[config.mk]
export PLATFORM = sky130hd
export DESIGN_NAME = sync_fifo_param_flat
export DESIGN_NICKNAME = d
export VERILOG_FILES = /design/src/rtl/sync_fifo_param_if.sv /design/src/rtl/sync_fifo_param.sv /design/src/flat_wrapper.sv
export SDC_FILE = /design/constraint.sdc
export NUM_CORES = 1
export LEC_CHECK = 0
export BUFFER_PORTS_ARGS = -buffer_cell sky130_fd_sc_hd__buf_4
export CAP_MARGIN = 25
export CORE_AREA = 3 3 253 255
export CTS_CLUSTER_SIZE = 8
export DETAILED_ROUTE_END_ITERATION = 6
export DIE_AREA = 0 0 256 258
export PLACE_DENSITY = 0.46
export SLEW_MARGIN = 40
export SYNTH_ARGS = -nofsm -noshare
export SYNTH_HDL_FRONTEND = slang
export SYNTH_SLANG_ARGS = --single-unit
[constraint.sdc]
create_clock -name clk -period 2.75 [get_ports clk]
set_input_delay 0.55 -clock clk [delete_from_list [all_inputs] [get_ports clk]]
set_output_delay 0.55 -clock clk [all_outputs]
set_load 0.01 [all_outputs]
[src/rtl/sync_fifo_param_if.sv]
// Handshake/data bundle between sync_fifo_param and its producer/consumer logic.
interface sync_fifo_param_if #(
    parameter int unsigned DATA_WIDTH = 8,
    parameter int unsigned DEPTH      = 64
);
    localparam int unsigned CNT_W = $clog2(DEPTH) + 1;

    logic                  clr;
    logic                  wr_en;
    logic [DATA_WIDTH-1:0] din;
    logic                  rd_en;
    logic [DATA_WIDTH-1:0] dout;
    logic                  dout_valid;
    logic                  full;
    logic                  empty;
    logic                  almost_full;
    logic                  almost_empty;
    logic [CNT_W-1:0]      count;
    logic                  overflow;
    logic                  underflow;

    modport master (
        output clr, wr_en, din, rd_en,
        input  dout, dout_valid, full, empty, almost_full, almost_empty,
               count, overflow, underflow
    );

    modport slave (
        input  clr, wr_en, din, rd_en,
        output dout, dout_valid, full, empty, almost_full, almost_empty,
               count, overflow, underflow
    );
endinterface

[src/rtl/sync_fifo_param.sv]
// Parametrised single-clock FIFO with occupancy count, thresholds and sticky error flags.
// Define SYNC_FIFO_FWFT_EN for first-word fall-through output; default is a registered read.
module sync_fifo_param #(
    parameter int unsigned DATA_WIDTH = 8,
    parameter int unsigned DEPTH      = 64,
    parameter int unsigned AF_THRESH  = 60,
    parameter int unsigned AE_THRESH  = 4
) (
    input logic              clk,
    input logic              rst_n,
    sync_fifo_param_if.slave bus
);
    localparam int unsigned ADDR_W = $clog2(DEPTH);
    localparam int unsigned CNT_W  = ADDR_W + 1;

    logic [DATA_WIDTH-1:0] mem [DEPTH];
    logic [ADDR_W-1:0]     wr_ptr;
    logic [ADDR_W-1:0]     rd_ptr;
    logic [CNT_W-1:0]      count_q;
    logic [CNT_W-1:0]      count_nxt;
    logic                  full_q;
    logic                  empty_q;
    logic                  af_q;
    logic                  ae_q;
    logic                  ovf_q;
    logic                  unf_q;
    logic                  wr_acc;
    logic                  rd_acc;

    // Acceptance uses only registered flags, so rd_en never gates a write combinationally.
    always_comb begin
        wr_acc    = bus.wr_en & ~full_q  & ~bus.clr;
        rd_acc    = bus.rd_en & ~empty_q & ~bus.clr;
        count_nxt = count_q;
        if (bus.clr)
            count_nxt = '0;
        else if (wr_acc & ~rd_acc)
            count_nxt = count_q + CNT_W'(1);
        else if (rd_acc & ~wr_acc)
            count_nxt = count_q - CNT_W'(1);
    end

    // Flags are derived from the next count so they line up with the registered count.
    always_ff @(posedge clk or negedge rst_n) begin
        if (!rst_n) begin
            wr_ptr  <= '0;
            rd_ptr  <= '0;
            count_q <= '0;
            full_q  <= 1'b0;
            empty_q <= 1'b1;
            af_q    <= 1'b0;
            ae_q    <= 1'b1;
            ovf_q   <= 1'b0;
            unf_q   <= 1'b0;
        end else begin
            count_q <= count_nxt;
            full_q  <= (count_nxt == CNT_W'(DEPTH));
            empty_q <= (count_nxt == '0);
            af_q    <= (count_nxt >= CNT_W'(AF_THRESH));
            ae_q    <= (count_nxt <= CNT_W'(AE_THRESH));
            if (bus.clr) begin
                wr_ptr <= '0;
                rd_ptr <= '0;
                ovf_q  <= 1'b0;
                unf_q  <= 1'b0;
            end else begin
                if (wr_acc)
                    wr_ptr <= wr_ptr + ADDR_W'(1);
                if (rd_acc)
                    rd_ptr <= rd_ptr + ADDR_W'(1);
                if (bus.wr_en & full_q)
                    ovf_q <= 1'b1;
                if (bus.rd_en & empty_q)
                    unf_q <= 1'b1;
            end
        end
    end

    // Storage array is intentionally not reset.
    always_ff @(posedge clk) begin
        if (wr_acc)
            mem[wr_ptr] <= bus.din;
    end

`ifdef SYNC_FIFO_FWFT_EN
    assign bus.dout       = mem[rd_ptr];
    assign bus.dout_valid = ~empty_q;
`else
    logic [DATA_WIDTH-1:0] dout_q;
    logic                  dout_valid_q;

    // dout holds the last popped word; dout_valid pulses once per accepted read.
    always_ff @(posedge clk or negedge rst_n) begin
        if (!rst_n) begin
            dout_q       <= '0;
            dout_valid_q <= 1'b0;
        end else begin
            dout_valid_q <= rd_acc;
            if (rd_acc)
                dout_q <= mem[rd_ptr];
        end
    end

    assign bus.dout       = dout_q;
    assign bus.dout_valid = dout_valid_q;
`endif

    assign bus.count        = count_q;
    assign bus.full         = full_q;
    assign bus.empty        = empty_q;
    assign bus.almost_full  = af_q;
    assign bus.almost_empty = ae_q;
    assign bus.overflow     = ovf_q;
    assign bus.underflow    = unf_q;

endmodule

[src/flat_wrapper.sv]
// flat-port wrapper written by rule: the top's interface ports become plain ports
module sync_fifo_param_flat 
#(
    parameter int unsigned DATA_WIDTH = 8,
    parameter int unsigned DEPTH      = 64,
    parameter int unsigned AF_THRESH  = 60,
    parameter int unsigned AE_THRESH  = 4
)
  (clk, rst_n, bus_clr, bus_wr_en, bus_din, bus_rd_en, bus_dout, bus_dout_valid, bus_full, bus_empty, bus_almost_full, bus_almost_empty, bus_count, bus_overflow, bus_underflow);
  sync_fifo_param_if #(.DATA_WIDTH(DATA_WIDTH), .DEPTH(DEPTH)) bus_i ();
  input logic clk;
  input logic rst_n;
  input wire logic [$bits(bus_i.clr)-1:0] bus_clr;
  input wire logic [$bits(bus_i.wr_en)-1:0] bus_wr_en;
  input wire logic [$bits(bus_i.din)-1:0] bus_din;
  input wire logic [$bits(bus_i.rd_en)-1:0] bus_rd_en;
  output wire logic [$bits(bus_i.dout)-1:0] bus_dout;
  output wire logic [$bits(bus_i.dout_valid)-1:0] bus_dout_valid;
  output wire logic [$bits(bus_i.full)-1:0] bus_full;
  output wire logic [$bits(bus_i.empty)-1:0] bus_empty;
  output wire logic [$bits(bus_i.almost_full)-1:0] bus_almost_full;
  output wire logic [$bits(bus_i.almost_empty)-1:0] bus_almost_empty;
  output wire logic [$bits(bus_i.count)-1:0] bus_count;
  output wire logic [$bits(bus_i.overflow)-1:0] bus_overflow;
  output wire logic [$bits(bus_i.underflow)-1:0] bus_underflow;
  assign bus_i.clr = bus_clr;
  assign bus_i.wr_en = bus_wr_en;
  assign bus_i.din = bus_din;
  assign bus_i.rd_en = bus_rd_en;
  assign bus_dout = bus_i.dout;
  assign bus_dout_valid = bus_i.dout_valid;
  assign bus_full = bus_i.full;
  assign bus_empty = bus_i.empty;
  assign bus_almost_full = bus_i.almost_full;
  assign bus_almost_empty = bus_i.almost_empty;
  assign bus_count = bus_i.count;
  assign bus_overflow = bus_i.overflow;
  assign bus_underflow = bus_i.underflow;
  sync_fifo_param #(.DATA_WIDTH(DATA_WIDTH), .DEPTH(DEPTH), .AF_THRESH(AF_THRESH), .AE_THRESH(AE_THRESH)) u_core (.clk(clk), .rst_n(rst_n), .bus(bus_i));
endmodule
; ---- Yosys cells after proc, flatten, opt, wreduce, memory -nomap -nowiden
; Memories as Yosys holds them, arrays and structs flattened. A register that Yosys moved wholly into a read port is not among the register bits.
; Index checks and enable logic that the tools add are counted.
[classes]
add_sub_neg = 4
n_lt_le_gt_ge = 2
n_eq_ne = 1
n_mux = 13
bitwise = 13
n_reduce_logical = 6
[op_table]
columns = operator, n
row1 = 6-bit two-way mux, 4
row2 = 7-bit two-way mux, 3
row3 = "6-bit by 1-bit adder with 6-bit output, second input constant", 2
row4 = 1-bit AND, 8
row5 = 2-bit nonzero test, 4
row6 = "7-bit by 1-bit adder with 7-bit output, second input constant", 1
row7 = "7-bit equality test, second input constant", 1
row8 = "7-bit by 6-bit >= comparator with 1-bit output, second input constant", 1
row9 = "7-bit by 3-bit less-or-equal comparator with 1-bit output, second input constant", 1
row10 = 7-bit logical NOT, 1
row11 = "7-bit by 1-bit subtractor with 7-bit output, second input constant", 1
row12 = 1-bit two-way mux, 6
row13 = 1-bit NOT, 5
row14 = 1-bit logical NOT, 1
[word_totals]
ff_bits = 26
ramBits = 512
inputBits = 13
out_inout_bits = 22
word_cells = 50
memories = 1
[mem_list]
columns = name, depth, width, rd, rd_ports_with_merged_regs, wr, line
row1 = u_core.mem, 64, 8, 1, 1, 1, sync_fifo_param.sv:16  ; logic [DATA_WIDTH-1:0] mem [DEPTH];

; ---- Logic depth before layout (Yosys ltp)
; Gate-level depths: netlist of the first run.
[depth]
word_depth = 9
ltp_mapped = 9
mapped_depth_nobuf = 8

; ---- Least setup slack after synthesis of the first run
; OpenSTA, ideal clock, no wires.
[synth_path]
path_type = input -> register
from = in bus_wr_en
to = mem u_core.mem[63][0], enable pin
setup_time_ns = 0.370
arrival_ns = 1.841
t_required_ns = 2.380
setup_slack_ns = 0.539
stages = 6
n_path_buf = 2
path_cell_list = nor2b_1 -> buf_2 -> nand4_1 -> or2_2 -> clkbuf_1 -> nor2_1
[synth_via]
elab_chain_cells = 4
[synth_rtl]
columns = item, line
row1 = "start, declared", flat_wrapper.sv:14  ; input wire logic [$bits(bus_i.wr_en)-1:0] bus_wr_en;
row2 = 1-bit AND (2 in a row), sync_fifo_param.sv:32  ; wr_acc = bus.wr_en & ~full_q & ~bus.clr;
row3 = 1-bit two-way mux, sync_fifo_param.sv:81  ; if (wr_acc)
row4 = 1-bit two-way mux (not written as such), sync_fifo_param.sv:82  ; mem[wr_ptr] <= bus.din;
row5 = "end, declared", sync_fifo_param.sv:16
; Every way passes these cells.

==> reports/metrics.csv, run 1 <==
stage,metric,value,unit
clock_network,cts_tree,done,
placement,postPlaceCellArea,23450,um2
setup_path,cp_slowest_cell,dfrtp_4,
placement,gp_congestion,0.7620,
die,core_region_area,61830,um2
timing,finalSetupViolCount,0,
power,p_per_area,797.5,nW/um2
power,pwr-share-comb,0.111,
clock_network,cts-buffers-inserted,78,
power,power_switching_share,0.2355,
final_layout,layout_common_cells,"edfxtp_1, buf_4, mux4_2",
die,rows,91,
setup_path,worstPathCellList,"buf_12, mux4_2, mux2i_1, a21oi_1, a32oi_1, o21ai_1",
grt,grt_pass1_vias,11540,
die,io_pins,35,
synth,synth-edff-count,512,
synth,async_flop_share,0.06227,
synth,ys_ff_latch,546,
power,p_int,15.66,mW
synth,seq_area_frac_synth,0.7534,
synth,syn-cell-area,21540,um2
synth,synthesis.nets,1127,
timing,rsz0062_at_grt,no,
clock_network,cts.htree.levels,3,
clock_network,clockBufferDepth,3,
die,die_h,258,um
timing,period_needed,2.526,ns
setup_path,critical_path_class,reg2reg,
setup_path,crit_path_start_kind,flop,
power,power.static_leakage,8.254,nW
job,max_cap_violations,0,
timing,slew_headroom,0.4634,
final_layout,fin_util,0.4155,
drt,post_drt_via_cell_ratio,5.033,
drt,antenna_left,0,
timing,drv_slew,0,
timing,finalHoldViolCount,0,
setup_path,crit_path_end_kind,flop,
clock_network,clock_sinks,546,
grt,gr-total-overflow,0,
grt,grt_usage,0.1673,
timing,finalCritPeriodShare,0.9186,
power,ir_drop,0.4261,mV
die,die_area,66050,um2
die,die_w,256,um
final_layout,final_common_cell,edfxtp_1,
synth,synth_cells,1110,
setup_path,critPathMaxFanout,30,
synth,yosys_warnings,0,
drt,vias,10910,
clock_network,cts_hold_repair.buffers,1,
hold_path,hp-class,in2reg,
setup_path,crit_buf_inv,1,
setup_path,worst_ep_arrival_time,2.99,ns
final_layout,syn2layout_area_growth,19.27,%
power,clockPowerShare,0.428,
clock_network,cts_setup_buffers,0,
timing,fin_tns_setup,0,ns
setup_path,crit_required,3.21,ns
clock_network,ctsResizeCount,0,
power,p_switching,4.824,mW
placement,port_buffers,34,
synth,syn_avg_cell_area,19.40,um2
synth,synthFlopType,edfxtp_1,
grt,grt_pass1_wl,81050,um
final_layout,drive_above_1_share,0.2832,
status,status,finished clean,
power,p_seq_frac,0.461,
final_layout,antennaDiodeCount,0,
final_layout,fin_nets,1298,
clock_network,clk_pin_slew,0.05,ns
timing,tightest_slew,0.8049,ns
synth,ys_types,53,
setup_path,cp_top_family,multiplexers,
grt,grt_max_degree,65,
die,start_util,0.3484,
timing,finClkSkew,0.01773,ns
placement,place_hpwl,33780,um
clock_network,insertion_delay,0.61,ns
timing,fmax,395.9,MHz
setup_path,r2r_slack,0.22,ns
drt,wl,54690,um
drt,drtIter0Drc,844,
drt,dr.pass1.iters,5,
drt,drc_errors,0,
drt,wl_per_cell,25.23,um
setup_path,cp_slowest_stage_delay,0.57,ns
grt,antenna_found_initial,0,
final_layout,fin_area,25690,um2
clock_network,clockRootBuffer,clkbuf_16,
[layer usage]
layer  share of wire  vias up  track usage
met1            0.48     5761       0.2450
li1                -     4821            -
met5               0        -            0
met3           0.043       76      0.03305
met4           0.019        0      0.04054
met2            0.46      253       0.2587
[power groups by stage]
stage | Sequential, mW | Clock (mW) | Combinational [mW]
final | 9.45 | 8.77 | 2.27
after global routing | 9.46 | 9.40 | 2.47
after CTS | 9.45 | 9.01 | 2.33
after detailed placement | 9.60 | 0 | 2.31
after global placement | 9.61 | 0 | 2.31
after floorplan | 9.52 | 0 | 1.46
[worst register-to-register path, cell delays in order (launching register included)]
cell	delay, ns
dfrtp_4	0.57
buf_12	0.30
mux4_2	0.58
mux2i_1	0.25
a21oi_1	0.22
a32oi_1	0.36
o21ai_1	0.12
[cell usage after synthesis, types with 8 or more instances]
cell type,number,area (um2)
xnor2_1,8,70.07
buf_6,10,112.6
o21ai_1,14,70.07
clkbuf_1,14,52.55
buf_2,13,65.06
o22ai_1,16,100.1
nand3_1,10,50.05
buf_4,13,97.59
mux4_2,125,2815
a21oi_1,21,105.1
o21ai_0,10,50.05
dfrtp_1,32,800.8
nor2_1,112,420.4
nor2b_1,8,50.05
mux2i_1,22,220.2
a32oi_1,13,113.9
nand2_1,63,236.5
edfxtp_1,512,15370
[cell families (layout without fill, tap and decap cells)]
logic type / count (synthesis) / after routing / share of synthesized area
flops: 546 / 546 / 0.7534
simple gates: 238 / 238 / 0.04943
compound gates: 97 / 97 / 0.02957
fa+ha+maj: 4 / 4 / 0.002324
mux: 148 / 148 / 0.1414
buf+inv: 65 / 286 / 0.01894
xor+xnor: 12 / 12 / 0.004879
[final cells by class]
cell class | count | area [um2]
clock buffer | 123 | 2142
clock inverter | 7 | 91.34
fill | 5515 | 36140
inverter | 8 | 30.03
multi-input combinational | 499 | 4903
sequential | 546 | 16240
tap | 837 | 1047
timing repair buffer | 148 | 1239
[per-stage QoR]
stage	power [mW]	hold WS [ns]	setup WS, ns	cells
6_report	20.49	0.1956	0.2239	2168
5_1_grt	21.33	0.1664	0.08508	2168
4_1_cts	20.79	0.1522	0.1450	2168
3_5_place_dp	11.91	0.5006	0.1707	2037
3_3_place_gp	11.92	0.4918	0.1551	2037
2_1_floorplan	10.98	0.2544	0.5387	1110
[sequential cells by signal (all words and copies together) (netlist names), 6 cells and up]
signal / flops
u_core.mem: 512
u_core.bus.count: 7
u_core.wr_ptr: 6
u_core.bus.dout: 8
u_core.rd_ptr: 6
[path summary, 6_finish.rpt]
kind / depth (start not counted) / end / startpoint
max: 6 / u_core.bus.dout[3] / u_core.rd_ptr[1]
min: 2 / u_core.bus.count[1] / bus_clr
max reg2reg: 6 / u_core.bus.dout[3] / u_core.rd_ptr[1]
min reg2reg: 2 / u_core.bus.overflow / u_core.bus.overflow
max in group asynchronous: 2 / u_core.rd_ptr[1] / rst_n
min in group asynchronous: 2 / u_core.bus.dout[3] / rst_n
Note: power is estimated with default switching activity, not from simulation.
==> inputs of run 2 (changes only) <==
- CTS_BUF_LIST: not set -> sky130_fd_sc_hd__clkbuf_16
==> reports/metrics.csv, run 2 (same netlist as run 1, synthesis figures left out) <==
stage,metric,value,unit,change
hold_path,hp-class,in2reg,,
final_layout,largest_reg_flops,512,,unchanged
clock_network,clockRootBuffer,clkbuf_16,,
clock_network,ctsResizeCount,0,,unchanged
drt,antenna_left,0,,unchanged
status,status,finished clean,,
clock_network,insertion_delay,0.61,ns,about the same
timing,period_needed,2.533,ns,+0.006604 ns
die,die_w,256,um,unchanged
timing,finClkSkew,0.01918,ns,+0.001450 ns
die,die_h,258,um,unchanged
final_layout,fin_nets,1298,,unchanged
timing,tightest_slew,0.8083,ns,+0.003355 ns
die,die_area,66050,um2,unchanged
hold_path,hold_start,bus_clr,,
power,power.static_leakage,8.437,nW,+2.2%
placement,place_hpwl,33780,um,unchanged
placement,port_buffers,34,,unchanged
timing,fmax,394.8,MHz,-0.26%
setup_path,critPathMaxFanout,30,,unchanged
setup_path,crit_path_start_kind,flop,,
drt,drc_errors,0,,unchanged
final_layout,syn2layout_area_growth,19.27,%,unchanged
grt,grt_max_degree,65,,unchanged
drt,wl_per_cell,25.24,um,about the same
clock_network,cts_hold_repair.buffers,1,,unchanged
drt,drtIter0Drc,847,,+0.36%
job,max_cap_violations,0,,unchanged
hold_path,whs_path_depth,2,,unchanged
hold_path,hold_path_end,u_core.bus.count[1],,
clock_network,cts_tree,done,,
power,p_per_area,791.6,nW/um2,-0.74%
setup_path,cp_slowest_stage_delay,0.57,ns,about the same
setup_path,r2r_slack,0.22,ns,about the same
drt,vias,10910,,+0.027%
grt,antenna_found_initial,0,,unchanged
setup_path,reg2reg_to,u_core.bus.dout[3],,
setup_path,reg2regPathDepth,6,,unchanged
placement,postPlaceCellArea,23450,um2,unchanged
setup_path,worst_ep_arrival_time,3.00,ns,about the same
drt,dr.pass1.iters,5,,unchanged
placement,gp_congestion,0.7620,,unchanged
setup_path,cp_slowest_cell,dfrtp_4,,
timing,rsz0062_at_grt,no,,
timing,finalSetupViolCount,0,,unchanged
grt,gr-total-overflow,0,,unchanged
final_layout,layout_common_cells,"edfxtp_1, buf_4, mux4_2",,
timing,finalHoldViolCount,0,,unchanged
clock_network,cts_setup_buffers,0,,unchanged
setup_path,crit_path_end_kind,flop,,
die,io_pins,35,,unchanged
timing,finalCritPeriodShare,0.9210,,+0.002401
clock_network,cts-buffers-inserted,78,,unchanged
clock_network,clk_pin_slew,0.05,ns,about the same
grt,grt_pass1_wl,81050,um,about the same
die,rows,91,,unchanged
final_layout,fin_area,25690,um2,unchanged
setup_path,crit_buf_inv,1,,unchanged
timing,slew_headroom,0.4612,,-0.002237
setup_path,cp_top_family,multiplexers,,
final_layout,final_common_cell,edfxtp_1,,
final_layout,regMostFlops,u_core.mem,,
setup_path,worstPathCellList,"buf_12, mux4_2, mux2i_1, a21oi_1, a32oi_1, o21ai_1",,
final_layout,antennaDiodeCount,0,,unchanged
grt,grt_pass1_vias,11540,,+0.0087%
drt,wl,54730,um,about the same
setup_path,crit_required,3.22,ns,about the same
die,start_util,0.3484,,unchanged
power,ir_drop,0.4261,mV,about the same
clock_network,clock_sinks,546,,unchanged
grt,grt_usage,0.1673,,unchanged
setup_path,reg2reg_from,u_core.rd_ptr[1],,
final_layout,drive_above_1_share,0.2832,,unchanged
clock_network,cts.htree.levels,3,,unchanged
setup_path,critical_path_class,reg2reg,,
die,core_region_area,61830,um2,unchanged
timing,drv_slew,0,,unchanged
clock_network,clockBufferDepth,3,,unchanged
drt,post_drt_via_cell_ratio,5.034,,about the same
timing,fin_tns_setup,0,ns,unchanged
## run 2: cell count changes in the layout (fill, tap and decap cells not counted), sizes merged
cell / change
clkbuf: -44
inv: +44
## run 2: worst max-delay path by stage
stage	from	slack [ns]	cells past startpoint	end
final	u_core.rd_ptr[1]	0.22	6	u_core.bus.dout[3]
after global routing	u_core.rd_ptr[1]	0.09	7	u_core.bus.dout[6]
after CTS	u_core.rd_ptr[1]	0.15	6	u_core.bus.dout[3]
after detailed placement	u_core.rd_ptr[1]	0.17	6	u_core.bus.dout[3]
after global placement	u_core.rd_ptr[1]	0.16	6	u_core.bus.dout[3]
after floorplan	bus_wr_en	0.54	6	u_core.mem[63][0]
## run 2: metal layers
layer	global-route usage	part of all wire	vias to the layer above
met1	0.2450	0.48	5765
met2	0.2587	0.46	249
met5	0	0	-
met4	0.04054	0.019	0
li1	-	-	4823
met3	0.03305	0.044	77
## run 2: final cells by class
type | instances | area (um2)
fill | 5515 | 36140
sequential | 546 | 16240
multi-input combinational | 499 | 4903
clock buffer | 79 | 1977
timing repair buffer | 148 | 1239
tap | 837 | 1047
clock inverter | 51 | 256.5
inverter | 8 | 30.03
## run 2: report_power, final
part           internal [mW]  switching (mW)  leakage, nW
combinational           1.10            1.17         2.14
clock                   5.16            3.46         1.25
sequential              9.24           0.214         5.05
## run 2: metrics by stage
step                      instances  setup WS [ns]    util  hold slack, ns  total power, mW
after floorplan                1110         0.5387       -          0.2544            10.98
after global placement         2037         0.1551  0.3792          0.4918            11.92
after detailed placement       2037         0.1707  0.3792          0.5006            11.91
after CTS                      2168         0.1450  0.4155          0.1520            20.63
after global routing           2168        0.08508  0.4155          0.1663            21.17
final                          2168         0.2173  0.4155          0.1961            20.34
